==> src/rtl/seq_detect_prog.sv <==
// Programmable serial bit-pattern detector with runtime-loadable pattern,
// length and overlap mode, a registered match pulse and a saturating match counter.
module seq_detect_prog #(
    parameter int                 LEN_MAX     = 8,
    parameter int                 CNT_W       = 8,
    parameter logic [LEN_MAX-1:0] RST_PATTERN = 8'b0000_1001,
    parameter int                 RST_LEN     = 4,
    parameter logic               RST_OVERLAP = 1'b1
) (
    input  logic                           clk,
    input  logic                           rst,
    input  logic                           cfg_we,
    input  logic [LEN_MAX-1:0]             cfg_pattern,
    input  logic [$clog2(LEN_MAX+1)-1:0]   cfg_len,
    input  logic                           cfg_overlap,
    input  logic                           en,
    input  logic                           bit_i,
    input  logic                           cnt_clr,
    output logic                           seq_o,
    output logic [CNT_W-1:0]               match_cnt_o,
    output logic [$clog2(LEN_MAX+1)-1:0]   fill_o
);

    localparam int               LW        = $clog2(LEN_MAX + 1);
    localparam logic [LW-1:0]    LEN_MAX_L = LW'(LEN_MAX);
    localparam logic [LW-1:0]    RST_LEN_L = LW'(RST_LEN);
    localparam logic [CNT_W-1:0] CNT_MAX   = '1;

    typedef enum logic {
        ST_CFG,
        ST_RUN
    } state_t;

    state_t               r_state;
    state_t               w_state_nx;

    // Only the older LEN_MAX-1 bits are stored; the newest bit is bit_i itself,
    // so the bit that would fall off the top is never needed for a compare.
    logic [LEN_MAX-2:0]   r_hist;
    logic [LW-1:0]        r_fill;
    logic [LEN_MAX-1:0]   r_pat;
    logic [LW-1:0]        r_len;
    logic                 r_ovl;
    logic                 r_seq;
    logic [CNT_W-1:0]     r_cnt;

    logic [LEN_MAX-1:0]   w_hist_nx;
    logic [LW-1:0]        w_fill_base;
    logic [LW-1:0]        w_fill_nx;
    logic [LEN_MAX-1:0]   w_mask;
    logic [LW-1:0]        w_len_clamped;
    logic                 w_match;

    function automatic logic [CNT_W-1:0] cnt_sat_inc(input logic [CNT_W-1:0] v);
        return (v == CNT_MAX) ? v : v + 1'b1;
    endfunction

    function automatic logic [LW-1:0] fill_sat_inc(input logic [LW-1:0] v);
        return (v >= LEN_MAX_L) ? LEN_MAX_L : v + 1'b1;
    endfunction

    always_comb begin
        w_state_nx = r_state;
        case (r_state)
            ST_CFG:  w_state_nx = ST_RUN;
            ST_RUN:  w_state_nx = cfg_we ? ST_CFG : ST_RUN;
            default: w_state_nx = ST_CFG;
        endcase
    end

    always_comb begin
        w_mask = '0;
        for (int i = 0; i < LEN_MAX; i++) begin
            w_mask[i] = (LW'(i) < r_len);
        end
    end

    // Fill is guaranteed empty in CFG; forcing it makes that invariant structural.
    assign w_fill_base   = (r_state == ST_CFG) ? '0 : r_fill;
    assign w_fill_nx     = fill_sat_inc(w_fill_base);
    assign w_hist_nx     = {r_hist, bit_i};
    assign w_len_clamped = (cfg_len > LEN_MAX_L) ? LEN_MAX_L : cfg_len;
    assign w_match       = en && !cfg_we && (r_len != '0) && (w_fill_nx >= r_len)
                           && (((w_hist_nx ^ r_pat) & w_mask) == '0);

    always_ff @(posedge clk) begin
        if (rst) begin
            r_state <= ST_CFG;
            r_hist  <= '0;
            r_fill  <= '0;
            r_pat   <= RST_PATTERN;
            r_len   <= RST_LEN_L;
            r_ovl   <= RST_OVERLAP;
            r_seq   <= 1'b0;
            r_cnt   <= '0;
        end else begin
            r_state <= w_state_nx;
            r_seq   <= w_match;
            if (cfg_we) begin
                r_pat  <= cfg_pattern;
                r_len  <= w_len_clamped;
                r_ovl  <= cfg_overlap;
                r_hist <= '0;
                r_fill <= '0;
            end else if (en) begin
                r_hist <= w_hist_nx[LEN_MAX-2:0];
                r_fill <= (w_match && !r_ovl) ? '0 : w_fill_nx;
            end
            if (cnt_clr) begin
                r_cnt <= '0;
            end else if (w_match) begin
                r_cnt <= cnt_sat_inc(r_cnt);
            end
        end
    end

    assign seq_o       = r_seq;
    assign match_cnt_o = r_cnt;
    assign fill_o      = r_fill;

endmodule
==> config.mk <==
export PLATFORM = sky130hd
export DESIGN_NAME = seq_detect_prog
export DESIGN_NICKNAME = d
export VERILOG_FILES = /design/src/rtl/seq_detect_prog.sv
export SDC_FILE = /design/constraint.sdc
export NUM_CORES = 1
export LEC_CHECK = 0
export BUFFER_PORTS_ARGS = -buffer_cell sky130_fd_sc_hd__buf_2
export CORE_ASPECT_RATIO = 2
export CORE_MARGIN = 4
export CORE_UTILIZATION = 43
export CTS_BUF_LIST = sky130_fd_sc_hd__clkbuf_4
export DETAILED_ROUTE_END_ITERATION = 8
export GPL_TIMING_DRIVEN = 0
export PLACE_DENSITY = 0.76
export SLEW_MARGIN = 15
export SYNTH_ARGS = -nofsm -noshare
export SYNTH_HDL_FRONTEND = slang
export SYNTH_SLANG_ARGS = --single-unit
==> constraint.sdc <==
create_clock -name clk -period 2.2 [get_ports clk]
set_clock_uncertainty 0.2 [all_clocks]
set_input_delay 0.44 -clock clk [delete_from_list [all_inputs] [get_ports clk]]
set_output_delay 0.44 -clock clk [all_outputs]
set_load 0.01 [all_outputs]
After elaboration in Yosys (flattened, before gate mapping) --
Cells that the tools add are included.
Operators by class: reductions and logical operators 12, bitwise operators 4, $lt $le $gt $ge 11, muxes and demuxes 6, eq/ne operators 1, add/sub/neg operators 2
Operator list (number):
- $lt 3x4->1 const A | 4
- $mux 4 | 4
- $add 8x1->8 const B | 1
- $and 8x8->8 | 1
- $eq 8x8->1 const B | 1
- $logic_not 8->1 | 1
- $lt 1x4->1 const A | 2
- $lt 2x4->1 const A | 2
- $xor 8x8->8 | 1
- $logic_and 1x1->1 | 5
- $add 4x1->4 const B | 1
- $ge 4x4->1 | 1
- $ge 4x4->1 const B | 1
- $gt 4x4->1 const B | 1
- $reduce_bool 4->1 | 1
- $reduce_or 2->1 | 2
- $logic_not 1->1 | 2
- $not 1->1 | 2
- $pmux 1 s2 | 1
- $reduce_and 2->1 | 1
- $mux 1 | 1
Storage, ports and cells: output and inout port bits 13, register bits after elaboration 34, word-level logic and storage cells 44, input port bits 19

Depth between registers and ports, before layout --
Gate-level depths: netlist of run 1.
word-level depth 8, depth in mapped cells 11, gate-level depth less buffers 10

Worst setup path before layout of run 1 --
OpenSTA, ideal clock, no wires.
path kind register -> register, start point register r_fill[0] (netlist: fill_o[0]), end point register r_cnt[3] (netlist: match_cnt_o[3]), cell stages (with the launch flop) 12, buffers on the path 1, library setup time 0.070 ns, data arrival time 2.099 ns, path slack -0.169 ns, clock period less this slack 2.369 ns, data required time 1.930 ns, cells stage by stage dfxtp_1 > nand2_1 > xnor2_1 > nor2_1 > ha_1 > o21a_1 > nor2_1 > nor4bb_1 > nand3_1 > buf_6 > or3_1 > a21oi_1
Between the ends: cells in the longest elaborated chain, start to end 7, elaborated cells between the ends (all ways) 8, classes of those cells add/sub: 1; order compare: 2; mux: 2; reduce/logical: 3
Ends and longest elaborated chain:
- from (decl) | line 40 | logic [LW-1:0] r_fill;
- from (signal assigned) | line 107 | r_fill <= (w_match && !r_ovl) ? '0 : w_fill_nx;
- $mux 4 (*) | line 79 | assign w_fill_base = (r_state == ST_CFG) ? '0 : r_fill;
- $add 4x1->4 or $ge 4x4->1 (tied branches) | line 59 | return (v >= LEN_MAX_L) ? LEN_MAX_L : v + 1'b1;
- $mux 4 (*) | line 59
- $ge 4x4->1 (*) | line 83 | assign w_match = en && !cfg_we && (r_len != '0) && (w_fill_nx >= r_len)
- $logic_and 1x1->1 (*) | line 83
- $logic_and 1x1->1 (*) | line 84 | && (((w_hist_nx ^ r_pat) & w_mask) == '0);
- $reduce_and 2->1 (no source line) (*)
- to (signal assigned) | line 112 | r_cnt <= cnt_sat_inc(r_cnt);
- to (decl) | line 45 | logic [CNT_W-1:0] r_cnt;
Mark *: on every way between the ends. The rest lies on a longest branch, timed or not. A chain may end at the register's enable or synchronous reset.

Worst setup path after layout of run 1 --
start point register r_fill[1] (netlist: fill_o[1]), end point register r_cnt[3] (netlist: match_cnt_o[3])
Same word-level chain as after synthesis.

==> results of run 1 <==
routing by layer:
layer	routed length, um	vias up
met1	1350	680
met5	0	-
met3	110	10
met2	2220	29
met4	106	0
li1	-	723
repair_timing:
action | 4_1_cts | 5_1_grt
endpoints found under the setup margin | 12 | 13
buffers inserted | 2 | 0
cloned | 1 | 0
pin swaps | 9 | 6
gates resized for setup | 7 | 9
flip-flops by register name (all words and copies together), names as in the netlist:
signal / cells
fill_o: 4
match_cnt_o: 8
r_hist: 7
r_len: 4
r_ovl: 1
r_pat: 8
r_state: 1
seq_o: 1
cell usage in the layout, fill, tap and decap left out, types with 4 or more instances in the layout:
cell type / n
a21oi_1: 7
buf_2: 31
buf_4: 4
clkbuf_4: 7
dfxtp_1: 30
inv_1: 7
mux2i_1: 15
nand2_1: 6
nand3_1: 8
nand4_1: 4
nor2_1: 25
o21ai_0: 5
xnor2_1: 8
final timing paths:
check        cells past startpoint  slack (ps)        endpoint
max                             11        -290  match_cnt_o[3]
min                              2         130        r_pat[0]
max reg2reg                     11        -290  match_cnt_o[3]
min reg2reg                      1         280         r_state
synthesized netlist by cell type, types with 3 or more instances:
library cell | count | share of area, %
dfxtp_1 | 34 | 41
a21oi_1 | 9 | 2.7
or3_1 | 3 | 1.1
o21ai_0 | 7 | 2.1
nand2_1 | 7 | 1.6
o22ai_1 | 3 | 1.1
buf_1 | 3 | 0.68
xor2_1 | 3 | 1.6
a211o_1 | 3 | 1.6
nor2_1 | 26 | 5.9
nand3_1 | 8 | 2.4
ha_1 | 6 | 4.5
nor2b_1 | 3 | 1.1
clkbuf_1 | 3 | 0.68
inv_1 | 8 | 1.8
mux2i_1 | 15 | 9.1
xnor2_1 | 8 | 4.2
nand4_1 | 4 | 1.5
power by group:
group / internal, mW / switching (mW) / leakage (nW)
logic: 0.0616 / 0.0678 / 0.502
registers: 0.631 / 0.0166 / 0.279
clock network: 0.145 / 0.188 / 0.0322
total: 0.838 / 0.273 / 0.814
cell type report:
class                   instances  area, um2
plain buffers                  11       58.8
clock buffers                   7       52.6
fillers                       344       1680
inverters                       8       30.0
multi-input cells             132        951
flip-flops and latches         34        691
well taps                      49       61.3
repair buffers                 31        160
worst register-to-register path: stages (launching register included):
cell and delay (ps):
dfxtp_4 390, nand2_2 60, xnor2_1 130, nor2_1 80, ha_2 310, o21a_1 110
nor2_1 50, nor4bb_1 260, nand3_1 200, buf_6 190, or3_4 330, a21oi_2 120
kinds of logic after synthesis:
group,Yosys count,share of synthesized area (%)
flops,34,41.1
buf+inv,19,5.36
mux,15,9.06
simple gates,67,21.4
fa+ha+maj,6,4.53
compound gates,33,12.8
xor+xnor,11,5.81
through the flow:
stage	instance area, um2	worst slack, ps	power, mW
CTS	1970	-233	1.12
detailed placement	1870	-243	0.784
finish	2000	-287	1.11
global placement	1870	-167	0.781
global route	2000	-413	1.16
floorplan	1670	-54.2	0.745
==> out/results.ini, run 1 <==
[setup_path]
crit_path_max_fanout=5
start_kind=flip-flop
cpMostUsedCell=nor2_1
path_cells=nand2_2 > xnor2_1 > nor2_1 > ha_2 > o21a_1 > nor2_1 > nor4bb_1 > nand3_1 > buf_6 > or3_4 > a21oi_2
arrival_ps=2550
required_ps=2260
worstSetupPathType=reg2reg
worst_r2r_startpoint=fill_o[1]
path_buf_inv=1
cp_slowest_cell=dfxtp_4
crit_path_max_incr_delay_ps=390
crit_family=simple AND/OR/NAND/NOR gates
endpoint_kind=flip-flop
crit_start=fill_o[1]

[timing]
finalCritPeriodShare_pct=113
fin_setup_tns_ps=-1730
worst_slew_pin_slew_ps=653
finalSetupViolations=10
maxSlewHeadroom_pct=56.5
max_freq_ghz=0.402
final-hold-violation-count=0
holdWs_ps=126
rsz0062_at_grt=yes
slew_violations=0
fin_ws_ps=-287
fin_crit_ps=2490

[placement]
portBuffers=28
gp_congestion=0.821
hpwl_um=2860
place_inst=262

[clocking]
cts_made_buffers=5
clk_root_buffer_cell=clkbuf_4
tritoncts=done
cts_num_sinks=34
clk_latency_ps=320
clock_path_buffers=2
clk_pin_slew_ps=100
cts_max_level=2
postCtsHoldBufs=0

[floorplan]
initial_core_util_pct=45.0
rows=31
io_pins=32
core_um2=3680
die_y_um=95.8
chipWidth_um=51.9
die_area_um2=4970

[global_route]
top_usage_layer=met2
grt_overflow=0
grt_first_pass_wirelength_um=6490
grt_pass1_vias=1474
grt_use_total_pct=17.2
grt.met1_usage_pct=17.1
gr-usage-met3_pct=2.33
antenna_found_initial=0
met2_usage_pct=32.9
grt_max_degree=11

[detailed_routing]
antenna_left=0
vias_per_cell=5.30
drc=0
wl_um=3780
num_vias=1442
drt_pass1_iterations=4
drt_iter0_drc=38
wl_per_cell_um=13.9

[run]
cap_violations=0

[worst_hold_path]
hold_class=in2reg
min_from=cfg_pattern[0]

[logic_synthesis]
yosys_register_bits=34
syn_avg_cell_area_um2=8.96
async_flop_share_pct=0
syn-cell-area_um2=1660
syn_nets=210
synth_warnings=0
synthFlopType=dfxtp_1
synth_cell_types=40
synth_seq_area_share_pct=41.1
synth-edff-count=0
syn_inst=185

[layout]
finalNonFillerCells=272
fin_util_pct=54.4
num_antenna_cells=0
nNetsFinal=248
drive_gt1_share_pct=28.7
area_delta_synth_final_pct=20.9

[power_and_ir_drop]
leakagePower_nw=0.814
p_per_area_nw_per_um2=554
peakVddDrop_mv=0.335

[status]
status=complete, but fails checks
violations=setup timing

Power figures use the tool's default switching activity.
==> run 2, diff against run 1 <==
==> constraint.sdc (replaced) <==
create_clock -name clk -period 2.2 [get_ports clk]
set_clock_uncertainty 0.2 [all_clocks]
set_input_delay 0.22 -clock clk [delete_from_list [all_inputs] [get_ports clk]]
set_output_delay 0.22 -clock clk [all_outputs]
set_load 0.01 [all_outputs]
==> run 2 against run 1 <==
  * The run still ends with setup timing left
  * Fmax is essentially flat
  * Utilization rose by 3.8 points
  * Total power increased by 2.1%
  * Global-route usage grew 1.1 points
  * Sequential share of layout area fell by 2.3 points
  * Critical path depth is the same
  * Worst setup slack better by 2.2 ps
  * Sequential power is essentially flat
  * Routed wire length grew 4.8%
  * Largest cell class unchanged
==> out/results.ini, run 2 (same netlist as run 1, synthesis figures left out) <==
[status]
status=complete, but fails checks
violations=setup timing

[setup_path]
arrival_ps=2550  ; about the same
cpMostUsedCell=nor2_1
crit_path_max_fanout=5  ; unchanged
path_cells=nand2_2 > xnor2_1 > nor2_1 > ha_2 > o21a_1 > nor2_1 > nor4bb_1 > nand3_1 > buf_6 > or3_4 > a21oi_2
crit_path_max_incr_delay_ps=390  ; about the same
worstSetupPathType=reg2reg
cp_slowest_cell=dfxtp_4
required_ps=2270  ; about the same
start_kind=flip-flop
endpoint_kind=flip-flop

[clocking]
cts_max_level=2  ; unchanged
clk_root_buffer_cell=clkbuf_4
clk_pin_slew_ps=100  ; about the same
clk_latency_ps=320  ; about the same
cts_num_sinks=34  ; unchanged
cts_made_buffers=5  ; unchanged
clock_path_buffers=2  ; unchanged
tritoncts=done

[detailed_routing]
num_vias=1490  ; +3.3%
antenna_left=0  ; unchanged
drt_iter0_drc=27  ; -29%
wl_per_cell_um=13.8  ; -0.31%
vias_per_cell=5.21  ; -1.7%
drc=0  ; unchanged
wl_um=3960  ; +4.8%
drt_pass1_iterations=4  ; unchanged

[floorplan]
rows=31  ; unchanged
core_um2=3680  ; unchanged
initial_core_util_pct=45.0  ; unchanged
die_y_um=95.8  ; unchanged
die_area_um2=4970  ; unchanged
io_pins=32  ; unchanged
chipWidth_um=51.9  ; unchanged

[timing]
rsz0062_at_grt=yes
slew_violations=0  ; unchanged
finalCritPeriodShare_pct=113  ; about the same
finalSetupViolations=12  ; +2
fin_setup_tns_ps=-1860  ; -128 ps
worst_slew_pin_slew_ps=667  ; +13.9 ps
final-hold-violation-count=0  ; unchanged
fin_crit_ps=2480  ; -2.24 ps
fin_ws_ps=-284  ; +2.24 ps
max_freq_ghz=0.403  ; about the same
maxSlewHeadroom_pct=55.6  ; -0.93 points

[layout]
regArea_um2=691  ; unchanged
drive_gt1_share_pct=27.0  ; -1.7 points
fillers=321  ; -6.7%
final_common_cell=buf_2
postLayoutCellArea_um2=2140  ; +7.0%
area_delta_synth_final_pct=29.4
multi_input_area_um2=951  ; unchanged
nNetsFinal=262  ; +5.6%
final_cell_mix=buf_2 (31), dfxtp_1 (30), nor2_1 (25)
num_antenna_cells=0  ; unchanged

[power_and_ir_drop]
p_per_area_nw_per_um2=529  ; -4.6%
leakagePower_nw=0.871  ; +7.0%
peakVddDrop_mv=0.347  ; +3.6%

[worst_hold_path]
hold_class=in2reg

[global_route]
grt_first_pass_wirelength_um=6910  ; +6.4%
grt_pass1_vias=1558  ; +5.7%
antenna_found_initial=0  ; unchanged
grt_overflow=0  ; unchanged
grt_use_total_pct=18.2  ; +1.1 points
grt_max_degree=11  ; unchanged

[placement]
portBuffers=28  ; unchanged
placed_area_um2=1870  ; unchanged
hpwl_um=2860  ; unchanged
gp_congestion=0.821  ; unchanged

[run]
cap_violations=0  ; unchanged

## run 2: critical path, delay by kind of cell, from the launching register on
family                   cells  cell delay [ps]
flip-flops                   1              390
XOR/XNOR                     1              130
AND/OR/NAND/NOR              6              980
buffers and inverters        1              180
AO/OA/AOI/OAI                2              230
adder cells (fa/ha/maj)      1              310
## run 2: timing repair
| item | CTS | global route |
|---|---|---|
| hold buffers | 14 | 0 |
| gates resized for setup | 7 | 9 |
| pin swaps | 9 | 6 |
| setup endpoints to repair | 12 | 13 |
| endpoints found under the hold margin | 14 | 0 |
| gates cloned | 1 | 0 |
| setup buffers | 2 | 0 |
## run 2: path summary, 6_finish.rpt
check,cells past startpoint,startpoint,to,slack (ps)
max reg2reg,11,fill_o[1],match_cnt_o[3],-280
max,11,fill_o[1],match_cnt_o[3],-280
min reg2reg,1,r_state,r_state,280
min,2,rst,r_state,60
## run 2: final cells by class
| type | count | share of cell area [%] |
|---|---|---|
| plain buffers | 11 | 2.74 |
| clock buffers | 7 | 2.45 |
| multi-input cells | 132 | 44.3 |
| repair buffers | 45 | 14.0 |
| well taps | 49 | 2.86 |
| flip-flops and latches | 34 | 32.2 |
| inverters | 8 | 1.40 |
## run 2: per-layer routing
layer  vias up  GRT usage (%)  part of all wire, %
li1        754              -                    -
met1       687           18.3                   36
met2        35           34.7                   58
met3        14           2.48                  3.2
met4         0           9.41                  3.3
met5         -              0                    0
## run 2: per-stage QoR
| stage | instances | total power, mW | util, % | hold WS [ps] | setup WS (ps) |
|---|---|---|---|---|---|
| 3_5_place_dp | 262 | 0.784 | 50.8 | 237 | -243 |
| 2_1_floorplan | 185 | 0.745 | - | 131 | -54.2 |
| 5_1_grt | 286 | 1.19 | 58.2 | 102 | -417 |
| 4_1_cts | 286 | 1.14 | 57.3 | 69.1 | -233 |
| 3_3_place_gp | 262 | 0.781 | 50.8 | 236 | -167 |
| 6_report | 286 | 1.13 | 58.2 | 62.7 | -284 |
## run 2: where the power goes
group	switching (mW)	leakage (nW)	internal [mW]	total, mW
Combinational	0.0716	0.559	0.0783	0.150
Sequential	0.0165	0.279	0.631	0.648
Clock	0.191	0.0322	0.145	0.336
Total	0.279	0.871	0.855	1.13
